### src/rtl/regfile_pkg.sv
// rtl/regfile_pkg.sv - shared register-file constants, index type and handshake state encoding
package regfile_pkg;

    localparam int XLEN_DEF  = 32;
    localparam int NREGS_DEF = 32;
    localparam int NRD_DEF   = 2;
    localparam int AW_DEF    = $clog2(NREGS_DEF);

    typedef logic [AW_DEF-1:0] reg_idx_t;

    typedef enum logic {
        HS_IDLE = 1'b0,
        HS_ACK  = 1'b1
    } hs_state_t;

endpackage

### src/rtl/regfile_scoreboard.sv
// rtl/regfile_scoreboard.sv - busy-bit scoreboard with read-stall detection and write bypass exemption
module regfile_scoreboard
    import regfile_pkg::*;
#(
    parameter int  NREGS = NREGS_DEF,
    parameter int  NRD   = NRD_DEF,
    localparam int AW    = $clog2(NREGS)
) (
    input  logic              clk_i,
    input  logic              rst_n_i,
    input  logic              clr_i,
    input  logic [AW-1:0]     clr_idx_i,
    input  logic              set_i,
    input  logic [AW-1:0]     set_idx_i,
    input  logic              flush_i,
    input  logic [NRD*AW-1:0] rs_i,
    input  logic              byp_i,
    input  logic [AW-1:0]     byp_idx_i,
    output logic [NREGS-1:0]  busy_o,
    output logic              stall_o
);

    logic [NREGS-1:0] busy_q;
    logic [NREGS-1:0] busy_d;
    logic [NRD-1:0]   port_stall;

    // Later updates override earlier ones: clear, then reserve, then flush.
    always_comb begin
        busy_d = busy_q;
        if (clr_i) begin
            busy_d[clr_idx_i] = 1'b0;
        end
        if (set_i) begin
            busy_d[set_idx_i] = 1'b1;
        end
        if (flush_i) begin
            busy_d = '0;
        end
        busy_d[0] = 1'b0;
    end

    always_ff @(posedge clk_i) begin
        if (!rst_n_i) begin
            busy_q <= '0;
        end else begin
            busy_q <= busy_d;
        end
    end

    // Stall uses the pre-update vector; a landing write to the same register lifts the stall.
    for (genvar k = 0; k < NRD; k++) begin : g_port
        logic [AW-1:0] rs;
        assign rs            = rs_i[k*AW +: AW];
        assign port_stall[k] = busy_q[rs] & ~(byp_i && (byp_idx_i == rs));
    end

    assign stall_o = |port_stall;
    assign busy_o  = busy_q;

endmodule

### src/rtl/regfile_sb.sv
// rtl/regfile_sb.sv - multi-port register file with stb/cyc/ack handshakes, write bypass and scoreboard
module regfile_sb
    import regfile_pkg::*;
#(
    parameter int  XLEN  = XLEN_DEF,
    parameter int  NREGS = NREGS_DEF,
    parameter int  NRD   = NRD_DEF,
    localparam int AW    = $clog2(NREGS)
) (
    input  logic                clk_i,
    input  logic                rst_n_i,
    input  logic                stb_read_i,
    input  logic                cyc_read_i,
    input  logic [NRD*AW-1:0]   op_rs_i,
    output logic                ack_read_o,
    output logic [NRD*XLEN-1:0] reg_rs_o,
    input  logic                stb_write_i,
    input  logic                cyc_write_i,
    input  logic [AW-1:0]       op_rd_i,
    input  logic [XLEN-1:0]     reg_rd_i,
    output logic                ack_write_o,
    input  logic                rsv_i,
    input  logic [AW-1:0]       rsv_rd_i,
    input  logic                flush_i,
    output logic [NREGS-1:0]    busy_o
);

    hs_state_t rd_state_q;
    hs_state_t rd_state_d;
    hs_state_t wr_state_q;
    hs_state_t wr_state_d;

    logic                wr_accept;
    logic                wr_en;
    logic                rd_accept;
    logic                rd_stall;
    logic [NRD*XLEN-1:0] rd_data;
    logic [NRD*XLEN-1:0] reg_rs_q;
    logic [NRD*XLEN-1:0] reg_rs_d;

    (* syn_ramstyle = "block_ram" *) logic [XLEN-1:0] regs_mem [NREGS];

    assign wr_accept = stb_write_i & cyc_write_i & (wr_state_q == HS_IDLE);
    assign wr_en     = wr_accept & (op_rd_i != '0);
    assign rd_accept = stb_read_i & cyc_read_i & (rd_state_q == HS_IDLE) & ~rd_stall;

    regfile_scoreboard #(
        .NREGS (NREGS),
        .NRD   (NRD)
    ) u_scoreboard (
        .clk_i     (clk_i),
        .rst_n_i   (rst_n_i),
        .clr_i     (wr_en),
        .clr_idx_i (op_rd_i),
        .set_i     (rsv_i),
        .set_idx_i (rsv_rd_i),
        .flush_i   (flush_i),
        .rs_i      (op_rs_i),
        .byp_i     (wr_en),
        .byp_idx_i (op_rd_i),
        .busy_o    (busy_o),
        .stall_o   (rd_stall)
    );

    always_ff @(posedge clk_i) begin
        if (!rst_n_i) begin
            rd_state_q <= HS_IDLE;
            wr_state_q <= HS_IDLE;
            reg_rs_q   <= '0;
        end else begin
            rd_state_q <= rd_state_d;
            wr_state_q <= wr_state_d;
            reg_rs_q   <= reg_rs_d;
        end
    end

    // Once acked, the channel stays in HS_ACK until the requester drops stb.
    always_comb begin
        rd_state_d = rd_state_q;
        case (rd_state_q)
            HS_IDLE: if (rd_accept)   rd_state_d = HS_ACK;
            HS_ACK:  if (!stb_read_i) rd_state_d = HS_IDLE;
        endcase
    end

    always_comb begin
        wr_state_d = wr_state_q;
        case (wr_state_q)
            HS_IDLE: if (wr_accept)    wr_state_d = HS_ACK;
            HS_ACK:  if (!stb_write_i) wr_state_d = HS_IDLE;
        endcase
    end

    always_comb begin
        ack_read_o  = (rd_state_q == HS_ACK) & stb_read_i;
        ack_write_o = (wr_state_q == HS_ACK) & stb_write_i;
    end

    always_ff @(posedge clk_i) begin
        if (rst_n_i && wr_en) begin
            regs_mem[op_rd_i] <= reg_rd_i;
        end
    end

    for (genvar k = 0; k < NRD; k++) begin : g_rd
        logic [AW-1:0] rs;
        assign rs = op_rs_i[k*AW +: AW];
        assign rd_data[k*XLEN +: XLEN] = (rs == '0)                  ? '0 :
                                         (wr_en && (op_rd_i == rs)) ? reg_rd_i :
                                                                      regs_mem[rs];
    end

    assign reg_rs_d = rd_accept ? rd_data : reg_rs_q;
    assign reg_rs_o = reg_rs_q;

endmodule

### config.mk
export PLATFORM = sky130hd
export DESIGN_NAME = regfile_sb
export DESIGN_NICKNAME = d
export VERILOG_FILES = /design/src/rtl/regfile_pkg.sv /design/src/rtl/regfile_scoreboard.sv /design/src/rtl/regfile_sb.sv
export SDC_FILE = /design/constraint.sdc
export NUM_CORES = 1
export LEC_CHECK = 0
export BUFFER_PORTS_ARGS = -buffer_cell sky130_fd_sc_hd__clkbuf_2
export CAP_MARGIN = 20
export CORE_AREA = 3 3 312 314
export DETAILED_ROUTE_END_ITERATION = 10
export DIE_AREA = 0 0 315 317
export PLACE_DENSITY_LB_ADDON = 0.25
export RECOVER_POWER = 25
export SLEW_MARGIN = 15
export SYNTH_ARGS = -nofsm -noshare
export SYNTH_HDL_FRONTEND = slang
export SYNTH_HIERARCHICAL = 1
export SYNTH_SLANG_ARGS = --single-unit
### constraint.sdc
create_clock -name clk_i -period 3.92 [get_ports clk_i]
set_input_delay 1.176 -clock clk_i [delete_from_list [all_inputs] [get_ports clk_i]]
set_output_delay 1.176 -clock clk_i [all_outputs]
set_load 0.01 [all_outputs]
# Word-level counts from Yosys, hierarchy flattened
# Memory sizes are Yosys's and may differ from the RTL's.
# Cells that the tools add are included.
[word_totals]
in_bits = 60
ram_bits = 1024
output_inout_bits = 98
elab_cells = 65
romBits = 0
memories = 1
latchBits = 0
register_bits = 98
[classes]
magnitude_cmp = 6
n_reduce_logical = 10
n_div = 0
muxes = 22
addsub = 0
eq_ne = 2
n_mul = 0
bitwise_logic = 19
shifts = 0
[memory_table]
columns = ["name", "depth", "width", "read_ports", "rd_clocked_by_memory_dff", "wr", "line_no", "rtl"]
rows = [
  ["regs_mem", 32, 32, 2, 0, 1, "regfile_sb.sv:41", "(* syn_ramstyle = \"block_ram\" *) logic [XLEN-1:0] regs_mem [NREGS];"],
]
[op_table]
columns = ["operator", "n"]
rows = [
  ["32-bit 2-to-1 mux", 6],
  ["32-bit AND", 1],
  ["32-bit NOT", 1],
  ["32-bit bitwise OR", 1],
  ["5-bit by 6-bit less-than comparator with 1-bit output, second input constant", 4],
  ["1-bit AND", 10],
  ["1-bit binary-select mux with 5-bit select", 2],
  ["1-bit demux with 5-bit select", 2],
  ["5-bit == test", 2],
  ["5-bit by 1-bit greater-or-equal comparator with 1-bit output, second input constant", 2],
  ["5-bit logical NOT", 2],
  ["1-bit 2-to-1 mux", 10],
  ["1-bit NOT", 6],
  ["1-bit logical AND", 5],
  ["5-bit nonzero test", 1],
  ["1-bit one-hot mux with 2 select lines", 2],
  ["2-bit OR reduction", 2],
]

# Logic depth before layout (Yosys ltp)
[depth]
depth_word = 11
mapped_depth = 14

# Hierarchy
# Netlist, hierarchy kept.
[by_module_without_submodules]
columns = ["module", "instances", "area_each_um2", "seq_area_each_um2", "cells_per_inst"]
rows = [
  ["regfile_sb", 1, 49870.3, 32070.8, 2783],
  ["regfile_scoreboard", 1, 1969.4, 620.6, 225],
]

# Worst setup path before layout
# Ideal clock, no wire load.
[synth_path]
path_kind = "input-to-reg"
start = "in op_rd_i[3]"
end = "reg reg_rs_q[44], in the netlist reg_rs_o[44]"
setup_time_ps = 87
cell_stages = 14
arrival_time_ps = 4001
path_slack_ps = -168
t_required_ps = 3833
cell_sequence = "buf_4 or3_4 o31ai_4 inv_1 a31oi_1 o2111ai_2 o21ai_1 and4bb_2 nor2b_1 clkbuf_1 clkbuf_1 clkbuf_1 a22oi_1 o31ai_1"
[synth_between]
elab_chain_len = 8
elab_cells_between_ends = 15
cone_classes = "eq/ne (2); mux (2); bitwise (7); reduce/logical (4)"
[synth_rtl]
columns = ["item", "line_no", "rtl"]
rows = [
  ["start, declared", "regfile_sb.sv:19", "input logic [AW-1:0] op_rd_i,"],
  ["5-bit nonzero test *", "regfile_sb.sv:44", "assign wr_en = wr_accept & (op_rd_i != '0);"],
  ["1-bit AND *", "regfile_sb.sv:44", ""],
  ["via wr_en", "regfile_sb.sv:34", "logic wr_en;"],
  ["1-bit logical AND", "regfile_scoreboard.sv:54", "assign port_stall[k] = busy_q[rs] & ~(byp_i && (byp_idx_i == rs));"],
  ["1-bit NOT", "regfile_scoreboard.sv:54", ""],
  ["1-bit AND", "regfile_scoreboard.sv:54", ""],
  ["2-bit OR reduction *", "regfile_scoreboard.sv:57", "assign stall_o = |port_stall;"],
  ["via rd_stall", "regfile_sb.sv:36", "logic rd_stall;"],
  ["1-bit NOT *", "regfile_sb.sv:45", "assign rd_accept = stb_read_i & cyc_read_i & (rd_state_q == HS_IDLE) & ~rd_stall;"],
  ["1-bit AND *", "regfile_sb.sv:45", ""],
  ["end signal, assigned", "regfile_sb.sv:73", "reg_rs_q <= reg_rs_d;"],
  ["end, declared", "regfile_sb.sv:38", "logic [NRD*XLEN-1:0] reg_rs_q;"],
]
# Mark *: on every way through the listed nets, which the timed path passes. The rest lies on a longest branch.
# A chain may end at the register's enable or synchronous reset.

# Final worst setup path
[layout_path]
start = "in op_rs_i[1]"
end = "reg reg_rs_q[36], in the netlist reg_rs_o[36]"
[layout_between]
elab_chain_len = 7
elab_cells_between_ends = 9
cone_classes = "eq/ne (1); mux (2); bitwise (4); reduce/logical (2)"
[layout_rtl]
columns = ["item", "line_no", "rtl"]
rows = [
  ["start, declared", "regfile_sb.sv:14", "input logic [NRD*AW-1:0] op_rs_i,"],
  ["parallel branches: the longest is 3 deep, another holds 1-bit binary-select mux with 5-bit select", "-", ""],
  ["1-bit AND *", "regfile_scoreboard.sv:54", ""],
  ["2-bit OR reduction *", "regfile_scoreboard.sv:57", ""],
  ["via rd_stall", "regfile_sb.sv:36", ""],
  ["1-bit NOT *", "regfile_sb.sv:45", ""],
  ["1-bit AND *", "regfile_sb.sv:45", ""],
]
# Mark *: on every way through the listed nets, which the timed path passes. The select of a mux whose other input is x is not followed.

==> results.ini <==
[run_status]
outcome=complete, no violations

[setup_path]
worstPathCellList=buf_8 > mux4_1 > nor2_1 > a21oi_1 > a311oi_1 > o21ai_1 > and4bb_2 > o311ai_2 > nor4_4 > buf_12 > a22o_1 > or3_1
worstPathRequired_ps=4530
reg2reg_slack_ps=890
cpPeakStageDelay_ps=530
critPathKind=input port to flip-flop
crit_arrival_ps=3880
crit_slowest_cell=mux4_1
crit_buf_inv=2
cp-start-kind=input port
end_kind=flip-flop
path_delay_family=simple AND/OR/NAND/NOR gates
cp_max_fo=23

[placed_design]
io_buffers=156
place_hpwl_um=96700
gp_congestion=0.902

[sta]
slew_viol_final=0
relSlewSlack_pct=5.46
hold_viol=0
max_freq_ghz=0.306
setup_viol=0
final.setup_skew_ps=38.7
tightestPinTransition_ps=1420
rsz0062_at_grt=false
finalCritPeriodShare_pct=83.4
min_period_ps=3270
setup_tns_ps=0

[synthesis]
ys.flop_type=edfxtp_1
ys_top_cells_by_count=edfxtp_1 (1,024), mux2i_1 (361), mux4_2 (344)
syn_area_sq_mm=0.0518
syn_area_per_cell_sq_um=17.2
synth.top_cell.area_share_pct=59.3
postSynthCellCount=3008
ys_seq_elements=1121
ys_warn_count=6
async_reset_ff_share_pct=0
synth_cell_types=60
synth_top_area_cell=edfxtp_1
yosysSeqAreaShare_pct=63.1
synth_edf_count=1024
yosysMostFrequentCell=edfxtp_1
synthTopCellsByArea=edfxtp_1 (59%), mux4_2 (15%), mux2i_1 (7.0%)

[clock_tree]
post-cts-setup-buffers=0
clkLatencyLatePin_ps=710
cts_tree=done
hold_buffers=0
ctsResizeCount=0
numCtsBuffers=112
clkTransAtPathRegs_ps=60
clockBufferDepth=3
cts.sinks=1121
h-tree-depth=3
cts-root-buf=clkbuf_16

[power_and_ir_drop]
p_clk_share_pct=41.6
combPwrFrac_pct=8.0
internal-power_uw=20300
swShare_pct=22.3
cellLeakagePower_uw=0.0202
pwr_density_cell_mw_per_mm2=441
ir_worst_vdd_mv=0.373
p_switching_uw=5840
power_frac_seq_pct=50.4

[global_route]
grt_max_degree=109
grt_overflow=0
grt_pass1_wl_um=232000
grt_pass1_vias=33900
track_usage_pct=32.4
antenna_found_initial=7

[layout]
fin_nets=3342
drive_gt1_share_pct=29.2
syn_to_final_growth_pct=14.6
post-route-util_pct=62.6
nFillCells=6630

[drt]
dr.pass1.iters=8
via_count=33300
drt_wl_total_um=162000
via_per_inst=7.18
wl_met1_um=58500
drc=0
highest-signal-layer=met5
drt.antenna.violating_nets=0
drt-initial-drc-count=5039
wl_met3_um=19400
wl_met2_um=75800
wl_per_cell_um=34.8

[floorplan]
fp.dieW_um=315
die-area_sq_mm=0.0999
chipHeight_um=317
ioPinCount=158
initial_utilization_pct=54.6
rows=113
core_sq_mm=0.0949

[hold_path]
min_path_type=flip-flop to flip-flop

[run]
cap_violations=0

-- worst register-to-register path: stages (launching register included) --
cell and delay, ps:
dfxtp_1 370, mux4_1 510, nor2_1 90, a21oi_1 50
a311oi_1 260, o21ai_1 120, and4bb_2 380, o311ai_2 150
nor4_4 430, buf_12 290, a22o_1 180, or3_1 130
-- cell usage in the layout, fill, tap and decap left out, types with 9 or more instances in the layout --
cell       instances
clkbuf_1          42
o22ai_1           41
nor2_1            14
o21ai_1           14
clkbuf_2         129
a21o_1             9
nand2_1           49
mux4_2           344
clkinv_2          26
dfxtp_1           97
bufinv_16         13
mux2i_1          361
conb_1            33
a221o_1            9
a21oi_1          151
edfxtp_1        1024
a211oi_1          29
buf_4            162
nor3_1            14
nand3b_1          10
a22o_1            39
o221ai_1          15
clkinv_1          19
clkbuf_16        115
a221oi_1          11
mux2_2            60
o21ai_0           41
buf_12            55
nand3_1           11
nor2b_1           10
a22oi_1          242
xnor2_1           12
nor2_4            33
or3_1             38
-- through the flow --
stage | hold WS [ps] | std cells | area [sq um] | power [uW] | worst slack, ps
2_1_floorplan | 460 | 3039 | 52000 | 14700 | 18.8
3_3_place_gp | 472 | 4432 | 55700 | 15500 | 27.5
3_5_place_dp | 491 | 4432 | 55700 | 15500 | 23.7
4_1_cts | 508 | 4642 | 59400 | 26300 | 727
5_1_grt | 535 | 4644 | 59400 | 26900 | 530
6_report | 506 | 4644 | 59400 | 26200 | 652
-- registers in the layout, summed over array words and instances, names as in the netlist --
name,count
reg_rs_o,64
u_scoreboard/busy_o,31
rd_state_q,1
regs_mem,1024
wr_state_q,1
-- path summary, 6_finish.rpt --
check                                             start           end  cells past startpoint
worst min register to register               wr_state_q    wr_state_q                      1
worst max-delay path                         op_rs_i[1]  reg_rs_o[36]                     12
worst min-delay path                         wr_state_q    wr_state_q                      1
worst max register to register  u_scoreboard/busy_o[10]  reg_rs_o[36]                     11
-- power by group through the flow --
stage / Clock (uW) / Combinational [uW] / Sequential (uW)
after floorplan: 0 / 1240 / 13400
after global placement: 0 / 2020 / 13400
after detailed placement: 0 / 2060 / 13400
after CTS: 11000 / 2070 / 13200
after global routing: 11500 / 2190 / 13200
final: 10900 / 2100 / 13200
-- cell families after synthesis --
| family | Yosys count | share of synthesized area [%] |
|---|---|---|
| mux | 770 | 23.5 |
| simple gates | 233 | 2.44 |
| other cells | 2 | 0.0145 |
| compound gates | 615 | 8.10 |
| xor+xnor | 20 | 0.338 |
| buf+inv | 247 | 2.57 |
| flops | 1121 | 63.1 |
-- per-layer routing --
layer | up-vias | track usage (%)
met2 | 2584 | 50.9
met5 | - | 0
met3 | 506 | 7.44
li1 | 13200 | -
met1 | 17100 | 43.4
met4 | 4 | 15.1
-- area by class of cell --
type                    count  area (sq um)  share of cell area, %
well taps                1265          1580                   2.66
diodes                      1          2.50                0.00421
flip-flops and latches   1121         32700                   55.0
clock inverters            68           686                   1.15
multi-input cells        1671         18300                   30.8
clock buffers             142          3050                   5.13
repair buffers            373          3120                   5.25
inverters                   3          11.3                 0.0190
No activity file was read; power rests on OpenSTA's default activity.
